$ cat config.mk
export PLATFORM = sky130hd
export DESIGN_NAME = dft_pair_collector
export DESIGN_NICKNAME = d
export VERILOG_FILES = /design/src/rtl/dft_pkg.sv /design/src/rtl/dft_stream_fifo.sv /design/src/rtl/dft_pair_collector.sv
export SDC_FILE = /design/constraint.sdc
export NUM_CORES = 1
export LEC_CHECK = 0
export ABC_AREA = 1
export ABC_CLOCK_PERIOD_IN_PS = 6000
export BUFFER_PORTS_ARGS = -buffer_cell sky130_fd_sc_hd__buf_2
export CELL_PAD_IN_SITES_DETAIL_PLACEMENT = 0
export CELL_PAD_IN_SITES_GLOBAL_PLACEMENT = 1
export CORE_ASPECT_RATIO = 1.5
export CORE_MARGIN = 5
export CORE_UTILIZATION = 50
export DETAILED_ROUTE_END_ITERATION = 8
export GPL_TIMING_DRIVEN = 0
export PLACE_DENSITY = 0.85
export SLEW_MARGIN = 10
export SYNTH_ARGS = -nofsm -noshare
export SYNTH_HDL_FRONTEND = slang
export SYNTH_SLANG_ARGS = --single-unit
$ cat constraint.sdc
create_clock -name i_clk -period 6 [get_ports i_clk]
set_clock_uncertainty 0.05 [all_clocks]
set_input_delay 1.2 -clock i_clk [delete_from_list [all_inputs] [get_ports i_clk]]
set_output_delay 1.2 -clock i_clk [all_outputs]
set_load 0.03 [all_outputs]
$ cat src/rtl/dft_pkg.sv
// Shared types and helpers for the DFT result path: float32 field layout,
// packing helper and bin-index width helper.
package dft_pkg;

    localparam int unsigned FP_MAN_W = 23;
    localparam int unsigned FP_EXP_W = 8;
    localparam int unsigned FP_W     = 1 + FP_EXP_W + FP_MAN_W;

    typedef struct packed {
        logic                sign;
        logic [FP_EXP_W-1:0] exp;
        logic [FP_MAN_W-1:0] man;
    } float32_t;

    function automatic float32_t fp_pack(input logic                sign,
                                         input logic [FP_EXP_W-1:0] exp,
                                         input logic [FP_MAN_W-1:0] man);
        float32_t f;
        f.sign = sign;
        f.exp  = exp;
        f.man  = man;
        return f;
    endfunction

    function automatic int unsigned idx_width(input int unsigned n_points);
        return $clog2(n_points);
    endfunction

endpackage

$ cat src/rtl/dft_stream_fifo.sv
// Single-clock FIFO for one DFT result stream. Pushes while full and pops
// while empty are ignored, so callers may gate loosely.
module dft_stream_fifo
    import dft_pkg::*;
#(
    parameter int unsigned DEPTH = 4,
    localparam int unsigned PtrW = $clog2(DEPTH),
    localparam int unsigned CntW = $clog2(DEPTH + 1)
) (
    input  logic            clk_i,
    input  logic            rst_i,
    input  logic            push_i,
    input  logic [FP_W-1:0] data_i,
    input  logic            pop_i,
    output logic [FP_W-1:0] data_o,
    output logic            full_o,
    output logic            empty_o,
    output logic [CntW-1:0] count_o
);

    logic [FP_W-1:0] mem_q [DEPTH];
    logic [PtrW-1:0] wr_ptr_q, wr_ptr_d;
    logic [PtrW-1:0] rd_ptr_q, rd_ptr_d;
    logic [CntW-1:0] count_q, count_d;
    logic            do_push;
    logic            do_pop;

    assign full_o  = (count_q == CntW'(DEPTH));
    assign empty_o = (count_q == '0);
    assign count_o = count_q;
    assign data_o  = mem_q[rd_ptr_q];

    assign do_push = push_i & ~full_o;
    assign do_pop  = pop_i & ~empty_o;

    always_comb begin
        wr_ptr_d = wr_ptr_q;
        rd_ptr_d = rd_ptr_q;
        count_d  = count_q;
        // DEPTH is a power of two, so the pointers wrap on overflow
        if (do_push) begin
            wr_ptr_d = wr_ptr_q + PtrW'(1);
        end
        if (do_pop) begin
            rd_ptr_d = rd_ptr_q + PtrW'(1);
        end
        unique case ({do_push, do_pop})
            2'b10:   count_d = count_q + CntW'(1);
            2'b01:   count_d = count_q - CntW'(1);
            default: count_d = count_q;
        endcase
    end

    always_ff @(posedge clk_i or posedge rst_i) begin
        if (rst_i) begin
            wr_ptr_q <= '0;
            rd_ptr_q <= '0;
            count_q  <= '0;
        end else begin
            wr_ptr_q <= wr_ptr_d;
            rd_ptr_q <= rd_ptr_d;
            count_q  <= count_d;
        end
    end

    always_ff @(posedge clk_i) begin
        if (do_push) begin
            mem_q[wr_ptr_q] <= data_i;
        end
    end

endmodule

$ cat src/rtl/dft_pair_collector.sv
// Buffers the real and imaginary DFT streams independently and pairs them
// into one complex-bin stream with bin index, last marker and frame count.
module dft_pair_collector
    import dft_pkg::*;
#(
    parameter int unsigned N_POINTS   = 16,
    parameter int unsigned FIFO_DEPTH = 4,
    localparam int unsigned IdxW      = idx_width(N_POINTS)
) (
    input  logic                i_clk,
    input  logic                i_rst,
    input  logic                i_dft_real_vld,
    output logic                i_dft_real_busy,
    input  logic [FP_MAN_W-1:0] i_dft_real_data_man,
    input  logic [FP_EXP_W-1:0] i_dft_real_data_exp,
    input  logic                i_dft_real_data_sign,
    input  logic                i_dft_imag_vld,
    output logic                i_dft_imag_busy,
    input  logic [FP_MAN_W-1:0] i_dft_imag_data_man,
    input  logic [FP_EXP_W-1:0] i_dft_imag_data_exp,
    input  logic                i_dft_imag_data_sign,
    output logic                o_bin_vld,
    input  logic                o_bin_busy,
    output logic [FP_W-1:0]     o_bin_real,
    output logic [FP_W-1:0]     o_bin_imag,
    output logic [IdxW-1:0]     o_bin_index,
    output logic                o_bin_last,
    output logic [15:0]         o_frame_cnt
);

    localparam int unsigned CntW = $clog2(FIFO_DEPTH + 1);
    localparam logic [IdxW-1:0] LastIdx = IdxW'(N_POINTS - 1);

    logic [FP_W-1:0] real_word, imag_word;
    logic [FP_W-1:0] real_head, imag_head;
    logic            real_full, imag_full;
    logic            real_empty, imag_empty;
    logic [CntW-1:0] real_count, imag_count;
    logic            real_push, imag_push;
    logic            load, out_xfer;

    logic            bin_vld_q, bin_vld_d;
    logic [FP_W-1:0] bin_real_q, bin_real_d;
    logic [FP_W-1:0] bin_imag_q, bin_imag_d;
    logic [IdxW-1:0] bin_idx_q, bin_idx_d;
    logic            bin_last_q, bin_last_d;
    logic [IdxW-1:0] idx_cnt_q, idx_cnt_d;
    logic [15:0]     frame_cnt_q, frame_cnt_d;

    assign real_word = fp_pack(i_dft_real_data_sign, i_dft_real_data_exp, i_dft_real_data_man);
    assign imag_word = fp_pack(i_dft_imag_data_sign, i_dft_imag_data_exp, i_dft_imag_data_man);

    // Busy depends only on registered occupancy; a same-cycle pop never frees a slot early
    assign i_dft_real_busy = (real_count == CntW'(FIFO_DEPTH));
    assign i_dft_imag_busy = (imag_count == CntW'(FIFO_DEPTH));
    assign real_push       = i_dft_real_vld & ~real_full;
    assign imag_push       = i_dft_imag_vld & ~imag_full;

    assign out_xfer = bin_vld_q & ~o_bin_busy;
    assign load     = ~real_empty & ~imag_empty & (~bin_vld_q | out_xfer);

    dft_stream_fifo #(
        .DEPTH (FIFO_DEPTH)
    ) u_real_fifo (
        .clk_i   (i_clk),
        .rst_i   (i_rst),
        .push_i  (real_push),
        .data_i  (real_word),
        .pop_i   (load),
        .data_o  (real_head),
        .full_o  (real_full),
        .empty_o (real_empty),
        .count_o (real_count)
    );

    dft_stream_fifo #(
        .DEPTH (FIFO_DEPTH)
    ) u_imag_fifo (
        .clk_i   (i_clk),
        .rst_i   (i_rst),
        .push_i  (imag_push),
        .data_i  (imag_word),
        .pop_i   (load),
        .data_o  (imag_head),
        .full_o  (imag_full),
        .empty_o (imag_empty),
        .count_o (imag_count)
    );

    always_comb begin
        bin_vld_d   = bin_vld_q;
        bin_real_d  = bin_real_q;
        bin_imag_d  = bin_imag_q;
        bin_idx_d   = bin_idx_q;
        bin_last_d  = bin_last_q;
        idx_cnt_d   = idx_cnt_q;
        frame_cnt_d = frame_cnt_q;

        if (load) begin
            bin_vld_d  = 1'b1;
            bin_real_d = real_head;
            bin_imag_d = imag_head;
            bin_idx_d  = idx_cnt_q;
            bin_last_d = (idx_cnt_q == LastIdx);
            idx_cnt_d  = (idx_cnt_q == LastIdx) ? '0 : idx_cnt_q + IdxW'(1);
        end else if (out_xfer) begin
            bin_vld_d = 1'b0;
        end

        if (out_xfer && bin_last_q) begin
            frame_cnt_d = frame_cnt_q + 16'd1;
        end
    end

    always_ff @(posedge i_clk or posedge i_rst) begin
        if (i_rst) begin
            bin_vld_q   <= 1'b0;
            bin_real_q  <= '0;
            bin_imag_q  <= '0;
            bin_idx_q   <= '0;
            bin_last_q  <= 1'b0;
            idx_cnt_q   <= '0;
            frame_cnt_q <= '0;
        end else begin
            bin_vld_q   <= bin_vld_d;
            bin_real_q  <= bin_real_d;
            bin_imag_q  <= bin_imag_d;
            bin_idx_q   <= bin_idx_d;
            bin_last_q  <= bin_last_d;
            idx_cnt_q   <= idx_cnt_d;
            frame_cnt_q <= frame_cnt_d;
        end
    end

    assign o_bin_vld   = bin_vld_q;
    assign o_bin_real  = bin_real_q;
    assign o_bin_imag  = bin_imag_q;
    assign o_bin_index = bin_idx_q;
    assign o_bin_last  = bin_last_q;
    assign o_frame_cnt = frame_cnt_q;

endmodule
# Yosys cells after proc, flatten, opt, wreduce, memory -nomap -nowiden
# Memory sizes are Yosys's and may differ from the RTL's. A register that Yosys moved wholly into a read port is not among the register bits.
# Index checks and enable logic that the tools add are counted.
[totals] ff_bits=40 ram_bits=256 inputBits=69 out_inout_bits=88 elab_cells=61 mem_count=2
[classes] add_sub_neg=10 n_eq_ne=7 n_mux=9 n_bitwise=16 reduce_logical=6
[mem_list] name="u_imag_fifo.mem_q" depth=4 width=32 rd=1 rd_clocked_by_memory_dff=1 write_ports=1 line_no="dft_stream_fifo.sv:21" source="logic [FP_W-1:0] mem_q [DEPTH];"
[mem_list] name="u_real_fifo.mem_q" depth=4 width=32 rd=1 rd_clocked_by_memory_dff=1 write_ports=1 line_no="dft_stream_fifo.sv:21"
[op_table] cell="16-bit by 1-bit adder with 16-bit output (second input constant)" n=1
[op_table] cell="3-bit case mux with 2 select lines" n=2
[op_table] cell="1-bit bitwise AND" n=9
[op_table] cell="2-bit by 1-bit adder with 2-bit output (second input constant)" n=4
[op_table] cell="3-bit by 1-bit adder with 3-bit output (second input constant)" n=2
[op_table] cell="3-bit == test (second input constant)" n=2
[op_table] cell="3-bit zero test" n=2
[op_table] cell="1-bit 2-to-1 mux" n=6
[op_table] cell="1-bit inverter" n=6
[op_table] cell="2-bit nonzero test" n=3
[op_table] cell="3-bit by 1-bit subtractor with 3-bit output (second input constant)" n=2
[op_table] cell="4-bit by 1-bit adder with 4-bit output (second input constant)" n=1
[op_table] cell="2-bit by 1-bit == test with 1-bit output (second input constant)" n=2
[op_table] cell="2-bit == test (second input constant)" n=2
[op_table] cell="4-bit == test (second input constant)" n=1
[op_table] cell="4-bit 2-to-1 mux" n=1
[op_table] cell="1-bit logical AND" n=1
[op_table] cell="1-bit bitwise OR" n=1

# Longest topological paths before layout
[depth] ltp_word=7 mapped_depth=10 ltp_nobuf=10

# Hierarchy
# A second synthesis with hierarchy kept.
[hier_totals] hier_cells=1309 hier_area_um2=14925.6
[modules_own_cells] module="dft_stream_fifo" n_inst=2 cells_each=436 area_per_inst_um2=5587.9 seq_area_each_um2=4018.9
[modules_own_cells] module="dft_pair_collector" n_inst=1 cells_each=437 area_per_inst_um2=3749.8 seq_area_each_um2=2252.2

# Worst setup path before layout
# Ideal clock, no wire load.
[synth_path] kind="input to register" start="in i_dft_imag_vld" end="mem u_imag_fifo.mem_q[0][0] (netlist name) (enable)" setup_ns=0.421 t_arrival_ns=2.735 t_required_ns=5.529 path_slack_ns=2.794 stages=2 path_buffers=0 path_cell_list="nand2_1 > nor2_1"
[synth_between] elab_chain_len=4
[synth_rtl] element="from (decl)" line_no="dft_pair_collector.sv:17" source="input logic i_dft_imag_vld,"
[synth_rtl] element="1-bit bitwise AND" line_no="dft_pair_collector.sv:57" source="assign imag_push = i_dft_imag_vld & ~imag_full;"
[synth_rtl] element="1-bit bitwise AND" line_no="dft_stream_fifo.sv:33" source="assign do_push = push_i & ~full_o;"
[synth_rtl] element="1-bit 2-to-1 mux" line_no="dft_stream_fifo.sv:67" source="if (do_push) begin"
[synth_rtl] element="1-bit 2-to-1 mux (not written as such)" line_no="dft_stream_fifo.sv:68" source="mem_q[wr_ptr_q] <= data_i;"
[synth_rtl] element="to (decl)" line_no="dft_stream_fifo.sv:21"
# Every way passes these cells.

# Worst setup path in the final report
[layout_path] start="reg u_imag_fifo.count_q[1] (netlist: u_imag_fifo.count_o[1])" end="out i_dft_imag_busy"
[layout_between] elab_chain_len=1
[layout_rtl] element="from (decl)" line_no="dft_stream_fifo.sv:24" source="logic [CntW-1:0] count_q, count_d;"
[layout_rtl] element="from (signal assigned)" line_no="dft_stream_fifo.sv:62" source="count_q <= count_d;"
[layout_rtl] element="3-bit == test" line_no="dft_pair_collector.sv:55" source="assign i_dft_imag_busy = (imag_count == CntW'(FIFO_DEPTH));"
[layout_rtl] element="to (decl)" line_no="dft_pair_collector.sv:18" source="output logic i_dft_imag_busy,"
# Every way passes these cells.

==> results_dict.tcl <==
set metrics [dict create \
    clock_sinks 360 \
    die_h_um 216 \
    cp_max_fo 3 \
    cp-start-kind "register" \
    die_w_um 147 \
    io_pins 157 \
    ys_seq_area_frac 0.729 \
    grt_pass1_wl_um 49700 \
    hold_slack_ns 0.420 \
    rsz0062_at_grt "false" \
    fin_area_sq_mm 0.0167 \
    drive_above_1_share 0.202 \
    reg2reg_slack_ns 3.64 \
    critical_path.slowest_cell "dfrtp_1" \
    relSlewSlack 0.555 \
    finalCritPeriodShare 0.441 \
    cap_violations 0 \
    cts_tree "done" \
    antenna_found_initial 4 \
    hold_path.class "register to register" \
    wl_per_cell_um 17.6 \
    syn_area_per_cell_sq_um 11.8 \
    drtIter0Drc 453 \
    grt_max_degree 54 \
    post-cts-setup-buffers 0 \
    finalMaxSlewViolations 0 \
    worstPathArrival_ns 1.40 \
    cp-end-kind "primary output" \
    htree_num_levels 2 \
    fillerInstances 2276 \
    r2r_start "u_imag_fifo.count_o[1]$_DFFE_PP0P_" \
    synthToLayoutAreaGrowth_pct 18.5 \
    ctsResizeCount 0 \
    r2r_cells 9 \
    clkLatencyLatePin_ns 0.53 \
    p_leak_nw 6.89 \
    wl_um 31100 \
    period_needed_ns 2.65 \
    cts_root_buf "clkbuf_16" \
    netlist-cell-type-count 25 \
    hold-path-endpoint "o_bin_imag[22]$_DFFE_PP0N_" \
    clk_path_buf_depth 3 \
    syn_inst 1194 \
    std_cell_rows 75 \
    fp.dieArea_sq_mm 0.0318 \
    place_area_sq_mm 0.0156 \
    dpl.hpwl_um 21400 \
    path_clk_slew_ns 0.06 \
    hold_viol_final 0 \
    drtAntennaViolNets 0 \
    netlist_area_sq_mm 0.0141 \
    core_sq_mm 0.0280 \
    r2r_end "u_imag_fifo.count_o[2]$_DFFE_PP0P_" \
    setup_viol 0 \
    yosys_warnings 0 \
    total_power_mw 9.04 \
    path_cells "inv_1 -> nand3_1 -> inv_1 -> buf_2" \
    cts_made_buffers 35 \
    hold_buffers 0 \
    grt_pass1_vias 9481 \
    vias_per_cell 5.16 \
    place_congestion 0.763 \
    start_util 0.505 \
    drc 0 \
    layout.nets 1479 \
    maxClockFrequency_mhz 378 \
    num_vias 9134 \
    hold-path-cell-count 2 \
    worstHoldStart "o_bin_imag[22]$_DFFE_PP0N_" \
    crit_required_ns 4.75 \
    critPathKind "register to primary output" \
    power.density_mw_per_mm2 540 \
    status "completed" \
    synth_nets 1277 \
    ys_ff_latch 360 \
    worstMarginPinSlew_ns 0.665 \
    ir_drop_mv 0.375 \
    drt_first_pass_iters 5 \
    grt-ovfl-total 0 \
    critPathMostFrequentCell "inv_1" \
    grt_usage 0.199 \
    setup_tns_ns 0 \
    port_buffers 156 \
    max_stage_delay_ns 0.38 \
]
==> power by group <==
| part | total, mW | switching [mW] | internal (mW) |
|---|---|---|---|
| Clock | 2.10 | 0.898 | 1.21 |
| Combinational | 3.33 | 2.32 | 1.01 |
| Sequential | 3.61 | 0.240 | 3.37 |
| Total | 9.04 | 3.45 | 5.58 |
==> registers in the layout, summed over array words and instances, names as in the netlist, 2 cells and up <==
| signal | flops |
|---|---|
| u_real_fifo.rd_ptr_q | 2 |
| o_bin_imag | 32 |
| idx_cnt_q | 4 |
| u_imag_fifo.mem_q | 128 |
| o_bin_real | 32 |
| u_imag_fifo.wr_ptr_q | 2 |
| u_real_fifo.mem_q | 128 |
| u_real_fifo.count_o | 3 |
| u_real_fifo.wr_ptr_q | 2 |
| o_bin_index | 4 |
| u_imag_fifo.count_o | 3 |
| o_frame_cnt | 16 |
| u_imag_fifo.rd_ptr_q | 2 |
==> cell usage after synthesis, drive strengths merged <==
cell	number	area (sq um)
a21oi	5	25.0
buf	45	270
clkbuf	12	52.6
dfrtp	104	2600
edfxtp	256	7690
fa	2	40.0
ha	12	150
inv	41	154
nand2	250	946
nand3	17	95.1
nand4	8	50.1
nor2	219	850
nor3	1	5.00
o21ai	200	1000
xnor2	12	105
xor2	10	87.6
==> how the worst max path moves through the flow <==
stage | depth (start not counted) | from | slack, ns | endpoint
4_1_cts | 4 | u_imag_fifo.count_o[1]$_DFFE_PP0P_ | 3.30 | i_dft_imag_busy
3_3_place_gp | 2 | i_rst | 0.39 | o_bin_real[11]$_DFFE_PP0N_
5_1_grt | 4 | u_imag_fifo.count_o[1]$_DFFE_PP0P_ | 3.24 | i_dft_imag_busy
2_1_floorplan | 1 | i_rst | 2.02 | idx_cnt_q[0]$_DFFE_PP0N_
6_report | 4 | u_imag_fifo.count_o[1]$_DFFE_PP0P_ | 3.35 | i_dft_imag_busy
3_5_place_dp | 9 | o_bin_busy | 2.95 | u_real_fifo.count_o[1]$_DFFE_PP0P_
==> final cells by class <==
cell class | count | area, sq um | share of cell area
clock inverters | 21 | 165 | 0.00987
flip-flops and latches | 360 | 10300 | 0.615
well taps | 346 | 433 | 0.0259
diodes | 2 | 5.00 | 0.000299
repair buffers | 165 | 1010 | 0.0601
plain buffers | 57 | 323 | 0.0193
multi-input cells | 736 | 3410 | 0.204
clock buffers | 43 | 937 | 0.0560
inverters | 41 | 159 | 0.00950
==> cells by family (layout without fill, tap and decap cells) <==
| family | after synthesis | in the layout | synth area share |
|---|---|---|---|
| simple gates | 495 | 495 | 0.138 |
| flops | 360 | 360 | 0.729 |
| compound gates | 205 | 205 | 0.0727 |
| buf+inv | 98 | 327 | 0.0338 |
| xor+xnor | 22 | 22 | 0.0136 |
| fa+ha+maj | 14 | 14 | 0.0135 |
| other cells | 0 | 2 | 0 |
==> layer usage <==
metal	vias to the layer above	track usage	share of wire
met2	204	0.369	0.54
li1	4465	-	-
met1	4395	0.227	0.39
met3	64	0.0346	0.044
met5	-	0	0.0013
met4	6	0.0771	0.029
==> critical path: cells and delay by family (launching register included) <==
| family | cells | cell delay (ns) |
|---|---|---|
| AND/OR/NAND/NOR | 1 | 0.13 |
| flip-flops | 1 | 0.38 |
| buffers and inverters | 3 | 0.38 |
==> placed cells by master (no fill, tap or decap), types with 2 or more instances in the layout <==
cell type	count
edfxtp_1	256
nand2_1	247
nor2_1	206
buf_2	186
o21ai_0	164
dfrtp_1	104
inv_1	38
o21ai_1	36
clkbuf_16	36
nand3_1	15
buf_4	13
xnor2_1	12
clkbuf_1	12
ha_1	12
nor2_4	11
xor2_1	10
clkinv_2	9
nand4_1	8
clkinv_1	7
clkbuf_2	6
buf_16	6
a21oi_1	5
nand2_2	3
inv_6	3
buf_12	3
diode_2	2
inv_2	2
nand3_2	2
buf_6	2
nor2_2	2
fa_1	2
bufinv_16	2
==> stage by stage <==
step / worst slack, ns / utilization / instances
6_report: 3.35 / 0.598 / 1771
3_5_place_dp: 2.95 / 0.559 / 1705
2_1_floorplan: 2.02 / - / 1194
4_1_cts: 3.30 / 0.598 / 1769
3_3_place_gp: 0.388 / 0.548 / 1696
5_1_grt: 3.24 / 0.598 / 1770
No activity file was read; power rests on OpenSTA's default activity.
